**src/rtl/serialize_bits_pkg.sv**
```systemverilog
// Shared constants, state encoding and helpers for serialize_bits.
// Optional feature macro: SERIALIZE_BITS_PARITY_EN (adds a trailing even-parity bit).
package serialize_bits_pkg;

  localparam int unsigned DATA_W = 64;
  localparam int unsigned LEN_W  = 8;
  localparam int unsigned CNT_W  = 7;

  // Largest transmittable length; also the shift amount base for left-aligning.
  localparam logic [CNT_W-1:0] MaxLen = CNT_W'(DATA_W);

`ifdef SERIALIZE_BITS_PARITY_EN
  typedef enum logic [1:0] {
    StIdle   = 2'd0,
    StShift  = 2'd1,
    StParity = 2'd2,
    StDone   = 2'd3
  } state_e;
`else
  typedef enum logic [1:0] {
    StIdle  = 2'd0,
    StShift = 2'd1,
    StDone  = 2'd3
  } state_e;
`endif

  // Lengths above the data width are treated as a full-width transfer.
  function automatic logic [CNT_W-1:0] clamp_len(input logic [LEN_W-1:0] len);
    if (len > LEN_W'(DATA_W)) begin
      return MaxLen;
    end
    return len[CNT_W-1:0];
  endfunction

endpackage

```
**src/rtl/serialize_bits.sv**
```systemverilog
// MSB-first serializer: sends the low L bits of a latched 64-bit value, one per cycle,
// then pulses md_end. Define SERIALIZE_BITS_PARITY_EN to append an even-parity bit.
module serialize_bits
  import serialize_bits_pkg::*;
(
  input  logic              clk,
  input  logic              rstn,
  input  logic              md_start,
  input  logic [DATA_W-1:0] num_in,
  input  logic [LEN_W-1:0]  len_in,
  output logic              bit_out,
  output logic              bit_valid,
  output logic              busy,
  output logic              md_end
);

  state_e            state_q, state_d;
  logic [DATA_W-1:0] shift_q, shift_d;
  logic [CNT_W-1:0]  cnt_q, cnt_d;
`ifdef SERIALIZE_BITS_PARITY_EN
  logic              par_q, par_d;
`endif

  logic [CNT_W-1:0]  len_clamped;
  logic [CNT_W-1:0]  shamt;
  logic [DATA_W-1:0] shift_load;

  // Left-align the payload so the first bit to send always sits in the MSB.
  always_comb begin
    len_clamped = clamp_len(len_in);
    shamt       = MaxLen - len_clamped;
    shift_load  = num_in << shamt;
  end

  // Next-state and Moore outputs.
  always_comb begin
    state_d   = state_q;
    shift_d   = shift_q;
    cnt_d     = cnt_q;
`ifdef SERIALIZE_BITS_PARITY_EN
    par_d     = par_q;
`endif
    bit_out   = 1'b0;
    bit_valid = 1'b0;
    busy      = 1'b0;
    md_end    = 1'b0;

    unique case (state_q)
      StIdle: begin
        if (md_start) begin
          shift_d = shift_load;
          cnt_d   = len_clamped;
`ifdef SERIALIZE_BITS_PARITY_EN
          par_d   = 1'b0;
`endif
          state_d = (len_clamped == '0) ? StDone : StShift;
        end
      end
      StShift: begin
        bit_out   = shift_q[DATA_W-1];
        bit_valid = 1'b1;
        busy      = 1'b1;
        shift_d   = {shift_q[DATA_W-2:0], 1'b0};
        cnt_d     = cnt_q - CNT_W'(1);
`ifdef SERIALIZE_BITS_PARITY_EN
        par_d     = par_q ^ shift_q[DATA_W-1];
        if (cnt_q == CNT_W'(1)) state_d = StParity;
`else
        if (cnt_q == CNT_W'(1)) state_d = StDone;
`endif
      end
`ifdef SERIALIZE_BITS_PARITY_EN
      StParity: begin
        bit_out   = par_q;
        bit_valid = 1'b1;
        busy      = 1'b1;
        state_d   = StDone;
      end
`endif
      StDone: begin
        busy    = 1'b1;
        md_end  = 1'b1;
        state_d = StIdle;
      end
      default: state_d = StIdle;
    endcase
  end

  // State registers with synchronous active-low reset.
  always_ff @(posedge clk) begin
    if (!rstn) begin
      state_q <= StIdle;
      shift_q <= '0;
      cnt_q   <= '0;
`ifdef SERIALIZE_BITS_PARITY_EN
      par_q   <= 1'b0;
`endif
    end else begin
      state_q <= state_d;
      shift_q <= shift_d;
      cnt_q   <= cnt_d;
`ifdef SERIALIZE_BITS_PARITY_EN
      par_q   <= par_d;
`endif
    end
  end

endmodule

```
**config.mk**
```make
export PLATFORM = sky130hd
export DESIGN_NAME = serialize_bits
export DESIGN_NICKNAME = d
export VERILOG_FILES = /design/src/rtl/serialize_bits_pkg.sv /design/src/rtl/serialize_bits.sv
export SDC_FILE = /design/constraint.sdc
export NUM_CORES = 1
export LEC_CHECK = 0
export ABC_AREA = 1
export BUFFER_PORTS_ARGS = -buffer_cell sky130_fd_sc_hd__buf_2
export CAP_MARGIN = 15
export CORE_MARGIN = 5
export CORE_UTILIZATION = 30
export DETAILED_ROUTE_END_ITERATION = 7
export HOLD_SLACK_MARGIN = 0.1
export PLACE_DENSITY = 0.54
export RECOVER_POWER = 50
export SYNTH_ARGS = -nofsm -noshare
export SYNTH_HDL_FRONTEND = slang
export SYNTH_SLANG_ARGS = --single-unit
```
**constraint.sdc**
```tcl
create_clock -name clk -period 4.46 [get_ports clk]
set_input_delay 0.446 -clock clk [delete_from_list [all_inputs] [get_ports clk]]
set_output_delay 0.446 -clock clk [all_outputs]
set_load 0.005 [all_outputs]
```
# Word level (Yosys, flattened, before mapping)

Cells that the tools add are included.

ROM bits: 0
Output and inout bits: 4
Memories kept: 0
Bits in latches: 0
Bits of input ports: 75
Bits in registers: 73
Memory bits (writable): 0
Logic and storage cells: 33

Reductions and logical operators: 6
Shift-type cells: 1
Bitwise operators: 0
Divide/modulo/power cells: 0
Multiply operators: 0
Mux-type cells: 15
$lt $le $gt $ge: 1
$add $sub $neg: 2
Equal/unequal tests: 5

Operator list:

| operator                                                                         | number |
|---|---|
| 64-bit case mux with 2 select lines                                              | 1 |
| 64-bit 2-to-1 mux                                                                | 1 |
| 64-bit by 7-bit left shift with 64-bit output                                    | 1 |
| 7-bit 2-to-1 mux                                                                 | 3 |
| 7-bit case mux with 2 select lines                                               | 1 |
| 8-bit by 7-bit greater-than comparator with 1-bit output (second input constant) | 1 |
| 7-bit by 1-bit == test with 1-bit output (second input constant)                 | 1 |
| 7-bit logical NOT                                                                | 1 |
| 7-bit by 1-bit subtractor with 7-bit output (second input constant)              | 1 |
| 7-bit subtractor (first input constant)                                          | 1 |
| 2-bit 2-to-1 mux                                                                 | 3 |
| 1-bit 2-to-1 mux                                                                 | 5 |
| 2-bit != test (second input constant)                                            | 2 |
| 2-bit case mux with 2 select lines                                               | 1 |
| 2-bit AND reduction                                                              | 2 |
| 2-bit by 1-bit == test with 1-bit output (second input constant)                 | 1 |
| 2-bit == test (second input constant)                                            | 1 |
| 2-bit logical NOT                                                                | 1 |
| 2-bit nonzero test                                                               | 1 |
| 2-bit OR reduction                                                               | 1 |

# Logic depth before layout (Yosys ltp)

Depth after elaboration: 7
Mapped depth: 20

# Worst setup path after synthesis

OpenSTA, ideal clock, no wires.

Kind: input to register
Start point: input port len_in[0]
End point: register shift_q[46]
Slack: 1.740 ns
Buffers on the path: 6
Data arrival time: 2.603 ns
Data required time: 4.343 ns
Cell stages on the path: 17
Cell sequence: clkbuf_1 -> nand2_1 -> buf_2 -> buf_2 -> ha_1 -> clkbuf_1 -> buf_2 -> buf_1 -> nand3_1 -> nand3_1 -> nand2_1 -> nand2_1 -> nand3_1 -> nand2_1 -> inv_1 -> a21oi_1 -> nor2_1

Longest elaborated chain between the ends: 7

RTL lines:

| element                                                  | RTL line                 | text |
|---|---|---|
| from (decl)                                              | serialize_bits.sv:10     | `input logic [LEN_W-1:0] len_in,` |
| 8-bit by 7-bit greater-than comparator with 1-bit output | serialize_bits_pkg.sv:29 | `if (len > LEN_W'(DATA_W)) begin` |
| 1-bit 2-to-1 mux                                         | serialize_bits_pkg.sv:29 |  |
| 7-bit 2-to-1 mux (*)                                     | serialize_bits_pkg.sv:32 | `return len[CNT_W-1:0];` |
| 7-bit subtractor (*)                                     | serialize_bits.sv:31     | `shamt = MaxLen - len_clamped;` |
| 64-bit by 7-bit left shift with 64-bit output (*)        | serialize_bits.sv:32     | `shift_load = num_in << shamt;` |
| 64-bit 2-to-1 mux (*)                                    | serialize_bits.sv:50     | `if (md_start) begin` |
| 64-bit case mux with 2 select lines (*)                  | serialize_bits.sv:48     | `unique case (state_q)` |
| to (signal assigned)                                     | serialize_bits.sv:100    | `shift_q <= shift_d;` |
| to (decl)                                                | serialize_bits.sv:18     | `logic [DATA_W-1:0] shift_q, shift_d;` |

Mark *: on every way between the ends. The rest lies on a longest branch, timed or not. The select of a mux whose other input is x is not followed.
A chain may end at the register's enable or synchronous reset.

==> metrics.md <==
| Metric | Value |
|---|---|
| Met1 GRT Util | 26.8% |
| Synth top area share | 33.6% |
| Slew @ Worst Pin | 2.00 ns |
| Endpoints failing setup | 0 |
| Starting Density | 30.3% |
| Met3 Use GR | 3.56% |
| Sequential fraction of the synthesis area | 19.9% |
| Io pins | 79 |
| Fmax | 276 MHz |
| Number of buffers created by CTS | 9 |
| Height of the die | 167 um |
| P per Cell Area | 331 nW/um^2 |
| Crit path DAT | 3.87 ns |
| Drt wl/cell | 16.5 um |
| P&R area growth vs syn | 9.88% |
| Die width | 167 um |
| Most frequent cells in the layout | nand3_1, nand2_1, a21oi_1 |
| Hold Crit Class | in -> reg |
| Unrepaired setup endpoints after global routing | no |
| CTS tree | yes |
| Non-filler cells in the finished layout | 1687 |
| Critical path class | in -> reg |
| NumNets Final | 1437 |
| Largest area contributor in the netlist | nand3_1 |
| Mean Syn Cell Area | 5.39 sq um |
| Via count | 9342 |
| Crit start category | primary input |
| Setup total negative slack | 0 ns |
| Placed cells | 1672 |
| Post-route antenna net violation count | 0 |
| CTS hold repair buffers | 0 |
| Run status | finished, violations left |
| Gr ovfl total | 0 |
| Antenna violations before repair | 1 |
| Post-DP HPWL | 19500 um |
| Number of synthesized register bits | 73 |
| CP Data Required Time | 4.71 ns |
| Fin area | 8080 sq um |
| Register area | 1460 sq um |
| DRC Markers | 0 |
| Multi-input gate area | 5190 sq um |
| Layout cells sized above 1 | 8.95% |
| Cell Rows | 57 |
| Fin. Hold Viols | 0 |
| Yosys warns | 0 |
| Most Used Layer, Global Route | met2 |
| Maxcap violations | 1 |
| Count of pins over their slew limit | 52 |
| Post-Syn Area | 7360 sq um |
| Final WL | 27800 um |
| Post-synth cell types | 33 |
| Net Count, Synth | 1442 |
| Post-CTS setup buffer count | 0 |
| Final Skew | 0.00662 ns |
| Area contributors post-synth | nand3_1, dfxtp_1, nand2_1 |
| Max-slew headroom | -33.4% |
| Post-cts gate resize count | 0 |
| Starting DRT DRC Count | 1129 |
| H-tree Lvls | 3 |
| Vias in the first global route | 8443 |
| Final min period | 3.63 ns |
| Max clock buf depth | 2 |
| Drt pass-1 iters | 6 |
| DIE AREA | 27800 sq um |
| GP Congestion | 0.893 |
| Max VDD drop | 0.196 mV |
| FILL cells | 2831 |
| Routed vias/inst | 5.54 |
| Core Region | 24200 sq um |
| CTS root buf | clkbuf_16 |
| M2 GR Usage | 30.7% |
| Failing checks | max-capacitance violations, max-slew violations |
| Antenna cells | 0 |
| Worst-path fanout max | 51 |
| Leak Pwr | 3.79 nW |
| Count of buffers from port buffering | 78 |
| First-pass GRT wire length | 45100 um |
| Final worst-path cycle share | 81.3% |
| Gr usage total | 19.4% |
| Syn Inst Count | 1364 |
| Clk sink count | 73 |
| Placed cell areas | 7840 sq um |
| CP endpoint kind | flop |
| Skew-Pair Late Insertion Delay | 0.34 ns |
| Reg clk slew, reported paths | 0.06 ns |
| Most common cell after layout, fill and taps aside | nand3_1 |
| Largest net degree at the start of global routing | 70 |
[cells in the mapped netlist (all sizes together)]
cell / instances
a2111oi: 1
a21oi: 116
a221oi: 1
a22o: 1
a31oi: 2
a41oi: 1
and2: 4
buf: 65
clkbuf: 48
dfxtp: 73
ha: 3
inv: 63
nand2: 357
nand3: 494
nand3b: 2
nand4: 3
nor2: 59
nor3: 3
nor3b: 1
o2111ai: 1
o211ai: 2
o21ai: 59
o22ai: 3
o31ai: 1
xor2: 1
[where the power goes]
| part | internal (mW) | switching, mW | leakage [nW] | total, mW |
|---|---|---|---|---|
| logic | 0.363 | 0.849 | 3.06 | 1.21 |
| registers | 0.744 | 0.0457 | 0.603 | 0.790 |
| clock network | 0.387 | 0.286 | 0.128 | 0.673 |
[registers in the layout, summed over array words and instances, names as in the netlist]
name     count
state_q      2
cnt_q        7
shift_q     64
[routing by layer]
layer  wire length [um]  part of all wire [%]
met5                  8                 0.029
met4                914                   3.3
met3               1700                   6.1
met2              12600                    45
met1              12600                    45
[critical path, cell delays in order]
cell and delay [ns]:
buf_2 0.07, clkbuf_1 1.42, inv_1 1.08, nor2_1 0.57, o211ai_1 0.16, o31ai_1 0.10
[cell families after synthesis]
| kind of cell | share of synthesized area, % |
|---|---|
| DFF | 19.9 |
| AOI/OAI and AO/OA | 13.3 |
| and+or+nand+nor | 56.2 |
| buffers and inverters | 9.91 |
| adders and majority gates | 0.510 |
| xor gates and xnor gates | 0.221 |
[per-stage QoR]
stage | setup WS [ns] | util [%] | hold slack [ns] | total power [mW]
floorplan | 1.74 | - | 0.472 | 1.66
detailed placement | 1.06 | 32.3 | 0.496 | 1.99
global placement | 1.04 | 32.3 | 0.491 | 1.99
global route | 0.619 | 33.3 | 0.480 | 2.87
CTS | 1.38 | 33.4 | 0.440 | 2.67
finish | 0.835 | 33.3 | 0.438 | 2.68
[path summary, 6_finish.rpt]
check,end,from,depth (start not counted),slack [ns]
hold / removal,cnt_q[1],len_in[1],3,0.44
setup / recovery,cnt_q[6],rstn,6,0.83
setup reg to reg,shift_q[23],state_q[0],7,1.01
hold reg to reg,cnt_q[4],cnt_q[4],2,0.51
[cell type report]
class / instances / share of cell area [%]
multi-input combinational: 1115 / 64.3
clock buffer: 12 / 3.05
inverter: 63 / 2.93
sequential: 73 / 18.1
tap: 324 / 5.01
clock inverter: 3 / 0.217
timing repair buffer: 97 / 6.45
(Power assumes the default switching activity.)
